===== config.mk =====
export PLATFORM = sky130hd
export DESIGN_NAME = ps_setpoint_coeff_sequencer
export DESIGN_NICKNAME = d
export VERILOG_FILES = /design/src/rtl/ps_setpoint_coeff_sequencer.sv
export SDC_FILE = /design/constraint.sdc
export NUM_CORES = 2
export LEC_CHECK = 0
export CAP_MARGIN = 30
export CORE_UTILIZATION = 45
export CTS_CLUSTER_SIZE = 16
export DETAILED_ROUTE_END_ITERATION = 7
export GPL_ROUTABILITY_DRIVEN = 1
export GPL_TIMING_DRIVEN = 0
export PLACE_DENSITY = 0.65
export SLEW_MARGIN = 25
export SYNTH_ARGS = -nofsm -noshare
export SYNTH_HDL_FRONTEND = slang
export SYNTH_SLANG_ARGS = --single-unit

===== constraint.sdc =====
create_clock -name clk -period 4.6 [get_ports clk]
set_clock_uncertainty 0.2 [all_clocks]
set_input_delay 0.92 -clock clk [delete_from_list [all_inputs] [get_ports clk]]
set_output_delay 0.92 -clock clk [all_outputs]
set_load 0.05 [all_outputs]

===== src/rtl/ps_setpoint_coeff_sequencer.sv =====
// Purpose: shadow-buffered coefficient loader for the PS setpoint calculator tables.
// Latency: commit -> dinToggle edge -> BUSY_CYCLES drain -> one read cycle -> 4*RESULT_COUNT contiguous strobes.
// Backpressure: none; CPU writes outside IDLE are dropped and flagged in writeRejected.
//
// Ports:
//   clk, reset                       system clock, asynchronous active-high reset
//   cpuWriteStrobe/Table/Address/Data shadow RAM write port (accepted only in IDLE)
//   commitRequest                    single-cycle pulse arming a shadow->table copy
//   statusClear                      clears the sticky overrunError/writeRejected flags
//   dinToggle                        calculator sample toggle; an edge marks a FOFB burst start
//   *WriteStrobe, writeAddress/Data  registered calculator table write port
//   commitPending, overrunError, writeRejected, commitCount  status
module ps_setpoint_coeff_sequencer #(
  parameter int RESULT_COUNT       = 24,
  parameter int RESULT_COUNT_WIDTH = 5,
  parameter int DBUS_WIDTH         = 32,
  parameter int BUSY_CYCLES        = 32,
  parameter int TIMEOUT_CYCLES     = 2000000
) (
  input  logic                          clk,
  input  logic                          reset,
  input  logic                          cpuWriteStrobe,
  input  logic [1:0]                    cpuTable,
  input  logic [RESULT_COUNT_WIDTH-1:0] cpuAddress,
  input  logic [DBUS_WIDTH-1:0]         cpuData,
  input  logic                          commitRequest,
  input  logic                          statusClear,
  input  logic                          dinToggle,
  output logic                          gainWriteStrobe,
  output logic                          ffbClipWriteStrobe,
  output logic                          psOffsetWriteStrobe,
  output logic                          psClipWriteStrobe,
  output logic [RESULT_COUNT_WIDTH-1:0] writeAddress,
  output logic [DBUS_WIDTH-1:0]         writeData,
  output logic                          commitPending,
  output logic                          overrunError,
  output logic                          writeRejected,
  output logic [15:0]                   commitCount
);

  localparam int SHADOW_DEPTH = 4 * RESULT_COUNT;
  localparam int IDX_W        = $clog2(SHADOW_DEPTH);
  localparam int TO_W         = $clog2(TIMEOUT_CYCLES);
  localparam int DR_W         = $clog2(BUSY_CYCLES);
  localparam int RCW          = RESULT_COUNT_WIDTH;

  typedef enum logic [1:0] {
    ST_IDLE  = 2'd0,
    ST_ARMED = 2'd1,
    ST_DRAIN = 2'd2,
    ST_COPY  = 2'd3
  } state_t;

  state_t state;
  state_t state_nxt;

  logic                    toggle_q;
  logic                    toggle_edge;
  logic [TO_W-1:0]         timeout_cnt;
  logic                    timeout_hit;
  logic [DR_W-1:0]         drain_cnt;
  logic                    drain_zero;
  logic [1:0]              copy_tbl;
  logic [RCW-1:0]          copy_ch;
  logic                    copy_done;
  logic                    copy_ch_last;
  logic                    copy_last;

  logic                    addr_ok;
  logic                    shadow_we;
  logic                    reject_evt;
  logic                    overrun_evt;
  logic                    copy_rd;
  logic                    commit_done;
  logic [3:0]              strobe_nxt;
  logic [IDX_W-1:0]        shadow_wr_idx;
  logic [IDX_W-1:0]        shadow_rd_idx;

  logic [DBUS_WIDTH-1:0]   shadow [SHADOW_DEPTH];

  // ------------------------------------------------------------------
  // Derived conditions
  // ------------------------------------------------------------------
  assign toggle_edge  = dinToggle ^ toggle_q;
  assign timeout_hit  = (timeout_cnt == TO_W'(TIMEOUT_CYCLES - 1));
  assign drain_zero   = (drain_cnt == '0);
  assign copy_ch_last = (copy_ch == RCW'(RESULT_COUNT - 1));
  assign copy_last    = (copy_tbl == 2'd3) && copy_ch_last;

  // Extra bit so the range check stays correct when RESULT_COUNT is a power of two.
  assign addr_ok = ({1'b0, cpuAddress} < (RCW + 1)'(RESULT_COUNT));

  assign shadow_wr_idx = IDX_W'(cpuTable) * IDX_W'(RESULT_COUNT) + IDX_W'(cpuAddress);
  assign shadow_rd_idx = IDX_W'(copy_tbl) * IDX_W'(RESULT_COUNT) + IDX_W'(copy_ch);

  // ------------------------------------------------------------------
  // FSM: state register
  // ------------------------------------------------------------------
  always_ff @(posedge clk or posedge reset) begin
    if (reset) begin
      state <= ST_IDLE;
    end else begin
      state <= state_nxt;
    end
  end

  // ------------------------------------------------------------------
  // FSM: next-state logic
  // ------------------------------------------------------------------
  always_comb begin
    state_nxt = state;
    case (state)
      ST_IDLE: begin
        if (commitRequest) state_nxt = ST_ARMED;
      end
      ST_ARMED: begin
        // A burst start takes priority; the timeout only covers a stalled toggle.
        if (toggle_edge)      state_nxt = ST_DRAIN;
        else if (timeout_hit) state_nxt = ST_COPY;
      end
      ST_DRAIN: begin
        if (drain_zero) state_nxt = ST_COPY;
      end
      ST_COPY: begin
        // copy_done is set after the last read, so this cycle carries the last strobe.
        if (copy_done) state_nxt = ST_IDLE;
      end
      default: state_nxt = ST_IDLE;
    endcase
  end

  // ------------------------------------------------------------------
  // FSM: output / control decode
  // ------------------------------------------------------------------
  always_comb begin
    shadow_we   = 1'b0;
    reject_evt  = 1'b0;
    overrun_evt = 1'b0;
    copy_rd     = 1'b0;
    commit_done = 1'b0;
    strobe_nxt  = 4'b0000;
    case (state)
      ST_IDLE: begin
        // A write in the commit cycle lands before the copy and is included.
        shadow_we = cpuWriteStrobe && addr_ok;
      end
      ST_COPY: begin
        reject_evt  = cpuWriteStrobe;
        overrun_evt = toggle_edge;
        copy_rd     = !copy_done;
        commit_done = copy_done;
        if (!copy_done) strobe_nxt[copy_tbl] = 1'b1;
      end
      default: begin
        reject_evt = cpuWriteStrobe;
      end
    endcase
  end

  // ------------------------------------------------------------------
  // Shadow RAM (not reset; contents survive a reset for re-commit)
  // ------------------------------------------------------------------
  always_ff @(posedge clk) begin
    if (shadow_we) shadow[shadow_wr_idx] <= cpuData;
  end

  // ------------------------------------------------------------------
  // Counters
  // ------------------------------------------------------------------
  always_ff @(posedge clk or posedge reset) begin
    if (reset) begin
      toggle_q    <= 1'b0;
      timeout_cnt <= '0;
      drain_cnt   <= '0;
      copy_tbl    <= 2'd0;
      copy_ch     <= '0;
      copy_done   <= 1'b0;
    end else begin
      toggle_q <= dinToggle;

      if (state == ST_IDLE)       timeout_cnt <= '0;
      else if (state == ST_ARMED) timeout_cnt <= timeout_cnt + TO_W'(1);

      if (state == ST_ARMED && toggle_edge)        drain_cnt <= DR_W'(BUSY_CYCLES - 1);
      else if (state == ST_DRAIN && !drain_zero)   drain_cnt <= drain_cnt - DR_W'(1);

      // Table/channel pair walks the shadow in gain, ffbClip, psOffset, psClip order.
      if (state != ST_COPY) begin
        copy_tbl  <= 2'd0;
        copy_ch   <= '0;
        copy_done <= 1'b0;
      end else if (copy_rd) begin
        if (copy_ch_last) begin
          copy_ch  <= '0;
          copy_tbl <= copy_tbl + 2'd1;
        end else begin
          copy_ch  <= copy_ch + RCW'(1);
        end
        if (copy_last) copy_done <= 1'b1;
      end
    end
  end

  // ------------------------------------------------------------------
  // Registered outputs
  // ------------------------------------------------------------------
  always_ff @(posedge clk or posedge reset) begin
    if (reset) begin
      gainWriteStrobe     <= 1'b0;
      ffbClipWriteStrobe  <= 1'b0;
      psOffsetWriteStrobe <= 1'b0;
      psClipWriteStrobe   <= 1'b0;
      writeAddress        <= '0;
      writeData           <= '0;
      commitPending       <= 1'b0;
      overrunError        <= 1'b0;
      writeRejected       <= 1'b0;
      commitCount         <= 16'd0;
    end else begin
      gainWriteStrobe     <= strobe_nxt[0];
      ffbClipWriteStrobe  <= strobe_nxt[1];
      psOffsetWriteStrobe <= strobe_nxt[2];
      psClipWriteStrobe   <= strobe_nxt[3];

      // The shadow read and the strobe share this register stage.
      if (copy_rd) begin
        writeAddress <= copy_ch;
        writeData    <= shadow[shadow_rd_idx];
      end

      commitPending <= (state_nxt != ST_IDLE);

      if (commit_done) commitCount <= commitCount + 16'd1;

      // Set events win over a simultaneous clear.
      if (overrun_evt)      overrunError <= 1'b1;
      else if (statusClear) overrunError <= 1'b0;

      if (reject_evt)       writeRejected <= 1'b1;
      else if (statusClear) writeRejected <= 1'b0;
    end
  end

endmodule

==> out/metrics.cfg <==
[critical_path]
rr_startpoint = copy_ch[2]
cp_data_arrival_time_ns = 5.39
critPathKind = register to register
path_buf_inv = 4
worstPathMaxFanout = 10
cpMaxStageDelayCell = clkbuf_2
cp-end-kind = register
startpoint_type = register
crit_chain = buf_2 > buf_2 > clkbuf_2 > clkbuf_2 > nor3_1 > a311oi_1 > nand4_1 > and3_1
crit_family = buffers and inverters
timing.rr.end = writeData[18]
rr_worst_depth = 8
critPathRequiredTime_ns = 5.18
crit_path_max_incr_delay_ns = 0.80
r2r_slack_ns = -0.21

[floorplanning]
die_h_um = 522.5
ios = 105
dieArea_mm2 = 0.2730
initial_core_util = 0.4538
die_w_um = 522.5
core_area_mm2 = 0.2686
rows = 190

[clock_network]
clk_latency_ns = 0.94
htree_num_levels = 5
cts.sinks = 3169
clk_pin_slew_ns = 0.06
cts_root_buffer = clkbuf_16
cts_buffers = 327
hold_buffers = 0
cts.path.max_buffers = 4
cts_tree = done

[global_routing]
grt.overflow.total = 0
antenna_found_initial = 34
track_usage = 0.3303
grt_pass1_vias = 65410
grt_start_max_net_pins = 88
grt_pass1_wl_um = 592000

[run]
maxCapViolCount = 0

[finish]
nets = 6230
fillers = 19660
stdcell_count = 9981
drive_gt1_frac = 0.3287
synthToLayoutAreaGrowth_pct = 20.50

[sta]
fin_crit_ns = 4.810
finalWorstSetupSlack_ns = -0.2097
fin_crit_sh = 1.046
rsz0062_at_grt = yes
hold_slack_ns = 0.1540
finalSetupTns_ns = -7.480
tightest_slew_ns = 1.202
fmax_mhz = 207.9
maxSlewViolCount = 0
timing.final.hold_violations = 0
slew_headroom = 0.1986
setup_viol = 142

[yosys]
post-synth-top-area-cell = edfxtp_1
syn_area_mm2 = 0.1219
seq_area_frac_synth = 0.7767
syn_nets = 5429
async_reset_ff_frac = 0.03061
synthCells = 5367
yosysUniqueCellTypes = 64
dominantRegCellSynth = edfxtp_1
synthTopCellsByArea = edfxtp_1 (76%), mux4_2 (15%), dfrtp_1 (2.0%)
ys_ff_latch = 3169
synth_warnings = 0
synth-edff-count = 3072
synth_top_area_share = 0.7568
synthesis.area_per_instance_um2 = 22.71

[detailed_routing]
vias = 69470
drc = 7
wire_per_inst_um = 45.61
antenna_violating_nets_post_route = 0
dr.pass1.iters = 8
totalWireLength_um = 455300
avgViaCountPerCell = 6.960
drtIter0Drc = 14010

[place]
dp_hpwl_um = 313300
port_buffers = 104
pre_cts_ws_ns = -1.208
dp_cells = 9341
place_congestion = 0.9885

[run_status]
status = finished with violations
violations = design-rule violations, negative setup slack

[hold_path]
whs_endpoint = shadow[44][13]
min_path_type = primary input to register
hold_path_depth = 1
hp-start = cpuData[13]

[power]
vdd_drop_max_v = 0.0003351
power_density_mw_per_mm2 = 515.2
leakage_nw = 46.69

-- state kept, by name, indices dropped and copies added, names as in the netlist, 5 cells and up --
register and cells:
drain_cnt 5, commitCount 16, shadow 3072, writeAddress 5, writeData 32, timeout_cnt 21, copy_ch 5
-- worst max path at each step --
stage                     start             end  cells past startpoint  slack (ns)
floorplan           cpuTable[0]   shadow[47][0]                     10         0.1
global placement    cpuTable[0]  shadow[25][31]                     11       -4.64
detailed placement  copy_tbl[0]    writeData[7]                     10       -1.21
CTS                 cpuTable[0]  shadow[74][17]                     12       -0.14
global route        cpuTable[0]  shadow[36][21]                     14       -0.14
finish               copy_ch[2]   writeData[18]                      8       -0.21
-- layout by cell type (no fill, tap or decap), types with 38 or more instances in the layout --
cell type	synthesis	routed
clkbuf_1	74	82
buf_12	0	119
clkbuf_2	0	44
nor2_4	0	99
clkinv_2	0	57
mux2i_1	113	110
a21oi_1	46	44
nand3_1	54	50
mux4_2	838	838
nor2_1	180	77
buf_4	46	127
edfxtp_1	3072	3072
dfrtp_1	97	97
buf_2	94	95
a22oi_1	38	38
clkdlybuf4s50_1	0	72
nand2_1	184	175
buf_16	0	190
clkinv_1	0	67
clkbuf_16	0	328
buf_6	35	52
-- Yosys cell counts, types with 22 or more instances --
library cell and count:
o22ai_1 28, buf_2 94, nor2_1 180, mux4_2 838, buf_4 46, a211oi_1 24
mux2_2 22, mux2i_1 113, a22oi_1 38, nand3_1 54, nor3_1 27, nor2b_1 34
dfrtp_1 97, o21ai_0 30, a21oi_1 46, buf_1 28, edfxtp_1 3072, buf_6 35
nand2_1 184, clkbuf_1 74
-- through the flow --
step	power (mW)	util	cell area, um^2
2_1_floorplan	41.24	-	121900
3_3_place_gp	49.03	0.4742	127400
3_5_place_dp	49.40	0.5053	135700
4_1_cts	74.81	0.5455	146500
5_1_grt	76.43	0.5467	146900
6_report	75.68	0.5468	146900
-- final cells by class --
class / count / area [um^2] / share of cell area
Clock buffer: 395 / 8519 / 0.05800
Tap cell: 3552 / 4444 / 0.03026
Multi-Input combinational cell: 1896 / 26490 / 0.1803
Antenna cell: 15 / 37.54 / 0.0002555
Sequential cell: 3169 / 94680 / 0.6446
Inverter: 20 / 85.08 / 0.0005792
Buffer: 277 / 1798 / 0.01224
Clock inverter: 180 / 1675 / 0.01141
Timing Repair Buffer: 477 / 9164 / 0.06239
-- metal layers --
| layer | up-vias | wire length (um) | GRT usage |
|---|---|---|---|
| li1 | 24440 | - | - |
| met1 | 36200 | 148500 | 0.4213 |
| met2 | 7067 | 193000 | 0.4708 |
| met3 | 1728 | 74690 | 0.1283 |
| met5 | - | 314 | 0.001755 |
| met4 | 33 | 38680 | 0.2159 |
-- cells by family after synthesis --
family                     count (synthesis)  synth area share
AOI/OAI and AO/OA                        300           0.01719
xor gates and xnor gates                  34          0.002443
adders and majority gates                 17          0.001868
buffers and inverters                    302           0.01430
DFF                                     3169            0.7767
muxes                                    973            0.1661
and+or+nand+nor                          572           0.02136
-- report_power, final --
part           total [mW]  leakage (nW)  internal (mW)  switching (mW)
clock                25.9          4.98           14.5            11.4
sequential           32.2          28.8           31.8           0.376
combinational        17.6          12.9           5.97            11.6
total                75.7          46.7           52.3            23.4
-- timing repair --
action                     4_1_cts  5_1_grt
setup endpoints to repair      961     1709
buffers inserted                35       19
pin swaps                       17       12
resized for setup               57       26
hold endpoints to repair         0        0
Power figures use the tool's default switching activity.
